<file path="src/rtl/pwm_shadow_update_scheduler.sv">
// Schedules the maskevent strobes that move staged compare values into the PWM
// shadow registers, one software request at a time, gated by carrier events.
module pwm_shadow_update_scheduler #(
  parameter int unsigned N_CH      = 8,
  parameter int unsigned TIMEOUT_W = 16
) (
  input  logic                 clk,
  input  logic                 reset,
  input  logic                 pwm_on,
  input  logic                 upd_req,
  input  logic [N_CH-1:0]      upd_chmask,
  input  logic [1:0]           upd_mode,
  input  logic [N_CH-1:0]      carr_zero,
  input  logic [N_CH-1:0]      carr_peak,
  input  logic [TIMEOUT_W-1:0] timeout_lim,
  output logic [N_CH-1:0]      maskevent,
  output logic                 upd_busy,
  output logic                 upd_done,
  output logic                 upd_timeout,
  output logic                 upd_reject
);

  typedef enum logic [1:0] {StIdle, StArmed, StCommit, StDone} state_e;

  state_e               state_q, state_d;
  logic [N_CH-1:0]      pending_q, pending_d;
  logic [1:0]           mode_q, mode_d;
  logic [TIMEOUT_W-1:0] cnt_q, cnt_d;
  logic [N_CH-1:0]      maskevent_q, maskevent_d;
  logic                 done_q, done_d;
  logic                 timeout_q, timeout_d;
  logic                 reject_q, reject_d;

  logic [N_CH-1:0]      hit;
  logic [N_CH-1:0]      remain;
  logic [TIMEOUT_W:0]   cnt_inc;
  logic                 lim_hit;

  always_comb begin
    hit     = pending_q & (({N_CH{mode_q[0]}} & carr_zero) | ({N_CH{mode_q[1]}} & carr_peak));
    remain  = pending_q & ~hit;
    // One bit wider so a saturated counter never aliases a small limit.
    cnt_inc = {1'b0, cnt_q} + {{TIMEOUT_W{1'b0}}, 1'b1};
    lim_hit = (timeout_lim != '0) && (cnt_inc == {1'b0, timeout_lim});
  end

  always_comb begin
    state_d     = state_q;
    pending_d   = pending_q;
    mode_d      = mode_q;
    cnt_d       = cnt_q;
    maskevent_d = '0;
    done_d      = 1'b0;
    timeout_d   = 1'b0;
    reject_d    = upd_req && (state_q != StIdle);

    unique case (state_q)
      StIdle: begin
        if (upd_req) begin
          pending_d = upd_chmask;
          mode_d    = upd_mode;
          cnt_d     = '0;
          if ((upd_mode == 2'b00) || !pwm_on || (upd_chmask == '0)) begin
            state_d     = StCommit;
            maskevent_d = upd_chmask;
          end else begin
            state_d = StArmed;
          end
        end
      end
      StArmed: begin
        if (cnt_q != {TIMEOUT_W{1'b1}}) cnt_d = cnt_inc[TIMEOUT_W-1:0];
        maskevent_d = hit;
        pending_d   = remain;
        if (remain == '0) begin
          state_d = StDone;
          done_d  = 1'b1;
        end else if (lim_hit) begin
          maskevent_d = pending_q;
          pending_d   = '0;
          state_d     = StDone;
          done_d      = 1'b1;
          timeout_d   = 1'b1;
        end else if (!pwm_on) begin
          // Shadows go transparent: flush everything still pending via COMMIT.
          maskevent_d = pending_q;
          pending_d   = pending_q;
          state_d     = StCommit;
        end
      end
      StCommit: begin
        pending_d = '0;
        state_d   = StDone;
        done_d    = 1'b1;
      end
      StDone: begin
        state_d = StIdle;
      end
      default: state_d = StIdle;
    endcase
  end

  always_ff @(posedge clk) begin
    if (reset) begin
      state_q     <= StIdle;
      pending_q   <= '0;
      mode_q      <= 2'b00;
      cnt_q       <= '0;
      maskevent_q <= '0;
      done_q      <= 1'b0;
      timeout_q   <= 1'b0;
      reject_q    <= 1'b0;
    end else begin
      state_q     <= state_d;
      pending_q   <= pending_d;
      mode_q      <= mode_d;
      cnt_q       <= cnt_d;
      maskevent_q <= maskevent_d;
      done_q      <= done_d;
      timeout_q   <= timeout_d;
      reject_q    <= reject_d;
    end
  end

  assign maskevent   = maskevent_q;
  assign upd_busy    = (state_q != StIdle);
  assign upd_done    = done_q;
  assign upd_timeout = timeout_q;
  assign upd_reject  = reject_q;

endmodule

</file>
<file path="config.mk">
export PLATFORM = sky130hd
export DESIGN_NAME = pwm_shadow_update_scheduler
export DESIGN_NICKNAME = d
export VERILOG_FILES = /design/src/rtl/pwm_shadow_update_scheduler.sv
export SDC_FILE = /design/constraint.sdc
export NUM_CORES = 1
export LEC_CHECK = 0
export ABC_AREA = 1
export CAP_MARGIN = 40
export CORE_ASPECT_RATIO = 1.2
export CORE_MARGIN = 8
export CORE_UTILIZATION = 54
export CTS_BUF_LIST = sky130_fd_sc_hd__clkbuf_4 sky130_fd_sc_hd__clkbuf_8
export CTS_CLUSTER_SIZE = 14
export DETAILED_ROUTE_END_ITERATION = 12
export GPL_ROUTABILITY_DRIVEN = 0
export PLACE_DENSITY_LB_ADDON = 0.2
export SYNTH_ARGS = -nofsm -noshare
export SYNTH_HDL_FRONTEND = slang
export SYNTH_SLANG_ARGS = --single-unit
</file>
<file path="constraint.sdc">
create_clock -name clk -period 3.1 [get_ports clk]
set_clock_uncertainty 0.2 [all_clocks]
set_input_delay 0.62 -clock clk [delete_from_list [all_inputs] [get_ports clk]]
set_output_delay 0.62 -clock clk [all_outputs]
set_load 0.01 [all_outputs]
</file>
==> impl_metrics.tcl, run 1 <==
set metrics [dict create \
    initial_utilization_pct 55.6 \
    synth_area_mm2 0.00291 \
    synthArstFlopShare_pct 0 \
    postRouteWirelength_um 8740 \
    floorplan.core_area_mm2 0.00523 \
    die_w_um 83.0 \
    detailroute.wirelength.met2_um 4510 \
    filler_cell_count 462 \
    clock_insertion_delay_worst_skew_ps 300 \
    slew_headroom_pct 72.7 \
    drtIter0Drc 232 \
    cpLargestDelayFamily "simple AND/OR/NAND/NOR gates" \
    grt_antenna_before_repair 0 \
    cts_root_buffer "sky130_fd_sc_hd__clkbuf_8" \
    hold_violations 0 \
    tightest_slew_ps 410 \
    worst_ep_arrival_time_ps 2680 \
    cts_buffers 5 \
    grt_first_pass_wirelength_um 14800 \
    crit_path_cell_trace "ha_1 -> nand2_2 -> nor2_4 -> nand2_2 -> nor2_1 -> nand2_1 -> nor3_1 -> nand2_1 -> o211ai_1 -> buf_4 -> a31oi_1 -> a211oi_1" \
    route.antenna.remaining_nets 0 \
    max_cap_viol_count 0 \
    via_count_of_the_first_global_routing_pass 3372 \
    clock.fmax_mhz 374 \
    numPortBuffers 57 \
    die_area_mm2 0.00800 \
    timing.final.max_slew_violations 0 \
    startpoint_type "flop" \
    critical_path.max_stage_delay_ps 410 \
    smallest_hold_slack_ps 306 \
    synth_top_flop_cell "sky130_fd_sc_hd__dfxtp_1" \
    detailed_place_hpwl_um 6780 \
    timing.critical_path.fanout_max 32 \
    tritoncts "built" \
    seq_area_frac_synth_pct 26.9 \
    largest_net_degree_at_the_start_of_global_routing 33 \
    ys.warnings.count 0 \
    worst_path_max_delay_cell "sky130_fd_sc_hd__dfxtp_1" \
    worstPathRequired_ps 3110 \
    post_synth_inst_count 472 \
    layout.cells.most_common "sky130_fd_sc_hd__nand2_1" \
    met3RoutedLength_um 576 \
    highest-signal-layer "met4" \
    ys_ff_latch 39 \
    clk_path_buf_depth 2 \
    timing.final.setup_violations 0 \
    vdd_drop_max_v 0.000438 \
    tritoncts_num_sinks 39 \
    fin_nets 580 \
    post_cts.resized_instances 0 \
    clk_transition_reported_paths_ps 90 \
    tns_ps 0 \
    hold_path.class "flop to flop" \
    synthesized_area_divided_by_synthesized_cell_count_um2 6.16 \
    period_needed_ps 2670 \
    worst-path-buf-inv 1 \
    std_cell_rows 29 \
    diodes 0 \
    fin_ws_ps 426 \
    power_density_mw_per_mm2 835 \
    worstSetupPathType "flop to flop" \
    post_cts_setup_repair_buffer_count 0 \
    grtUsageTotal_pct 21.8 \
    route.detailed.wl_per_inst_um 14.8 \
    design.portCount 58 \
    synth_enable_flop_cells 0 \
    detailedRoute.firstPassIterationCount 5 \
    area_growth_syn_to_layout_pct 25.7 \
    dr_total_vias 3395 \
    grt_setup_unrepaired "no" \
    vias_per_cell 5.73 \
    h_tree_level_count 2 \
    detailedPlace.worstSlack_ps 288 \
    finalPower_mw 3.05 \
    synth_fp_nets 523 \
    synth_cell_type_count 36 \
    leakage_power_nw 1.59 \
    drt_drc_violations_left 0 \
    globalRoute.totalOverflow 0 \
    run_status "finished, final reports clean" \
    chip_height_um 96.4 \
    end_kind "flop" \
    most-common-layout-cells "122 x sky130_fd_sc_hd__nand2_1, 73 x sky130_fd_sc_hd__inv_1, 57 x sky130_fd_sc_hd__clkdlybuf4s50_1" \
    drt-met1-wl_um 3370 \
    cts.hold.buffers_added 0 \
    fin_crit_sh_pct 86.3 \
    fraction_of_final_layout_cells_with_drive_strength_greater_than_1_pct 7.36 \
]
[flip-flops by register name (all words and copies together) (netlist names)]
name	cells
mode_q	2
cnt_q	16
upd_timeout	1
maskevent	8
upd_reject	1
state_q	2
upd_done	1
pending_q	8
[synthesized netlist by cell type, types with 2 or more instances]
cell type / n / area share, %
sky130_fd_sc_hd__a211oi_1: 16 / 4.1
sky130_fd_sc_hd__a21oi_1: 34 / 5.9
sky130_fd_sc_hd__a21oi_2: 4 / 1.2
sky130_fd_sc_hd__a22o_1: 4 / 1.2
sky130_fd_sc_hd__a31oi_1: 8 / 1.7
sky130_fd_sc_hd__buf_1: 2 / 0.26
sky130_fd_sc_hd__buf_2: 4 / 0.69
sky130_fd_sc_hd__clkbuf_1: 4 / 0.52
sky130_fd_sc_hd__dfxtp_1: 39 / 27
sky130_fd_sc_hd__ha_1: 5 / 2.2
sky130_fd_sc_hd__inv_1: 73 / 9.4
sky130_fd_sc_hd__inv_2: 3 / 0.39
sky130_fd_sc_hd__nand2_1: 122 / 16
sky130_fd_sc_hd__nand2_2: 6 / 1.3
sky130_fd_sc_hd__nand2_4: 3 / 1.2
sky130_fd_sc_hd__nand3_1: 53 / 9.1
sky130_fd_sc_hd__nand3_2: 2 / 0.69
sky130_fd_sc_hd__nand3b_1: 2 / 0.52
sky130_fd_sc_hd__nand4_1: 22 / 4.7
sky130_fd_sc_hd__nor2_1: 30 / 3.9
sky130_fd_sc_hd__nor2_2: 5 / 1.1
sky130_fd_sc_hd__nor2_4: 3 / 1.2
sky130_fd_sc_hd__nor3_1: 5 / 0.86
sky130_fd_sc_hd__o21ai_0: 4 / 0.69
sky130_fd_sc_hd__o21ai_1: 2 / 0.34
sky130_fd_sc_hd__o22ai_1: 5 / 1.1
sky130_fd_sc_hd__or4_1: 2 / 0.52
sky130_fd_sc_hd__xor2_1: 2 / 0.60
[logic make-up after synthesis]
group	count (synthesis)	share of synthesized area (%)
AND/OR/NAND/NOR	257	41.2
buffers and inverters	88	11.8
AO/OA/AOI/OAI	81	17.4
flip-flops	39	26.9
adder cells (fa/ha/maj)	5	2.15
XOR/XNOR	2	0.603
[report_power, final]
part	total, mW	switching (mW)	internal [mW]
Clock	0.475	0.209	0.265
Combinational	1.67	1.07	0.597
Sequential	0.909	0.209	0.700
Total	3.05	1.49	1.56
[worst register-to-register path, delay by kind of cell, from the launching register on]
| family | cells | cell delay, ps |
|---|---|---|
| compound gates | 3 | 400 |
| fa+ha+maj | 1 | 240 |
| buf+inv | 1 | 340 |
| flops | 1 | 410 |
| simple gates | 7 | 980 |
[area by class of cell]
cell class	instances	area, µm²	share of cell area (%)
repair buffers	61	601	16.4
flip-flops and latches	39	781	21.4
clock inverters	2	38.8	1.06
well taps	62	77.6	2.12
clock buffers	6	82.6	2.26
multi-input cells	345	1780	48.8
inverters	77	289	7.91
[per-stage QoR]
| step | utilization (%) | cell area [µm²] | std cells |
|---|---|---|---|
| floorplan | - | 2910 | 472 |
| global placement | 67.6 | 3530 | 584 |
| detailed placement | 67.6 | 3530 | 584 |
| CTS | 69.9 | 3650 | 592 |
| global route | 69.9 | 3650 | 592 |
| finish | 69.9 | 3650 | 592 |
[metal layers]
| layer | GRT usage, % | up-vias |
|---|---|---|
| met3 | 4.61 | 31 |
| met2 | 41.0 | 141 |
| li1 | - | 1685 |
| met4 | 11.9 | 0 |
| met1 | 22.4 | 1538 |
| met5 | 0 | - |
[worst paths after layout]
path              slack [ps]                      start  cells after the start                       to
setup reg to reg         430      cnt_q[0]$_SDFFE_PP0P_                     12   cnt_q[15]$_SDFFE_PP0P_
hold reg to reg          310  pending_q[5]$_SDFFE_PP0P_                      2  maskevent[5]$_SDFF_PP0_
setup / recovery         430      cnt_q[0]$_SDFFE_PP0P_                     12   cnt_q[15]$_SDFFE_PP0P_
hold / removal           310  pending_q[5]$_SDFFE_PP0P_                      2  maskevent[5]$_SDFF_PP0_
No activity file was read; power rests on OpenSTA's default activity.
==> inputs of run 2 (changes only) <==
ABC_CLOCK_PERIOD_IN_PS = 3100   (was not set)
==> results of run 2 <==
Same layout as run 1: the final DEF is identical, and so are final timing and power.
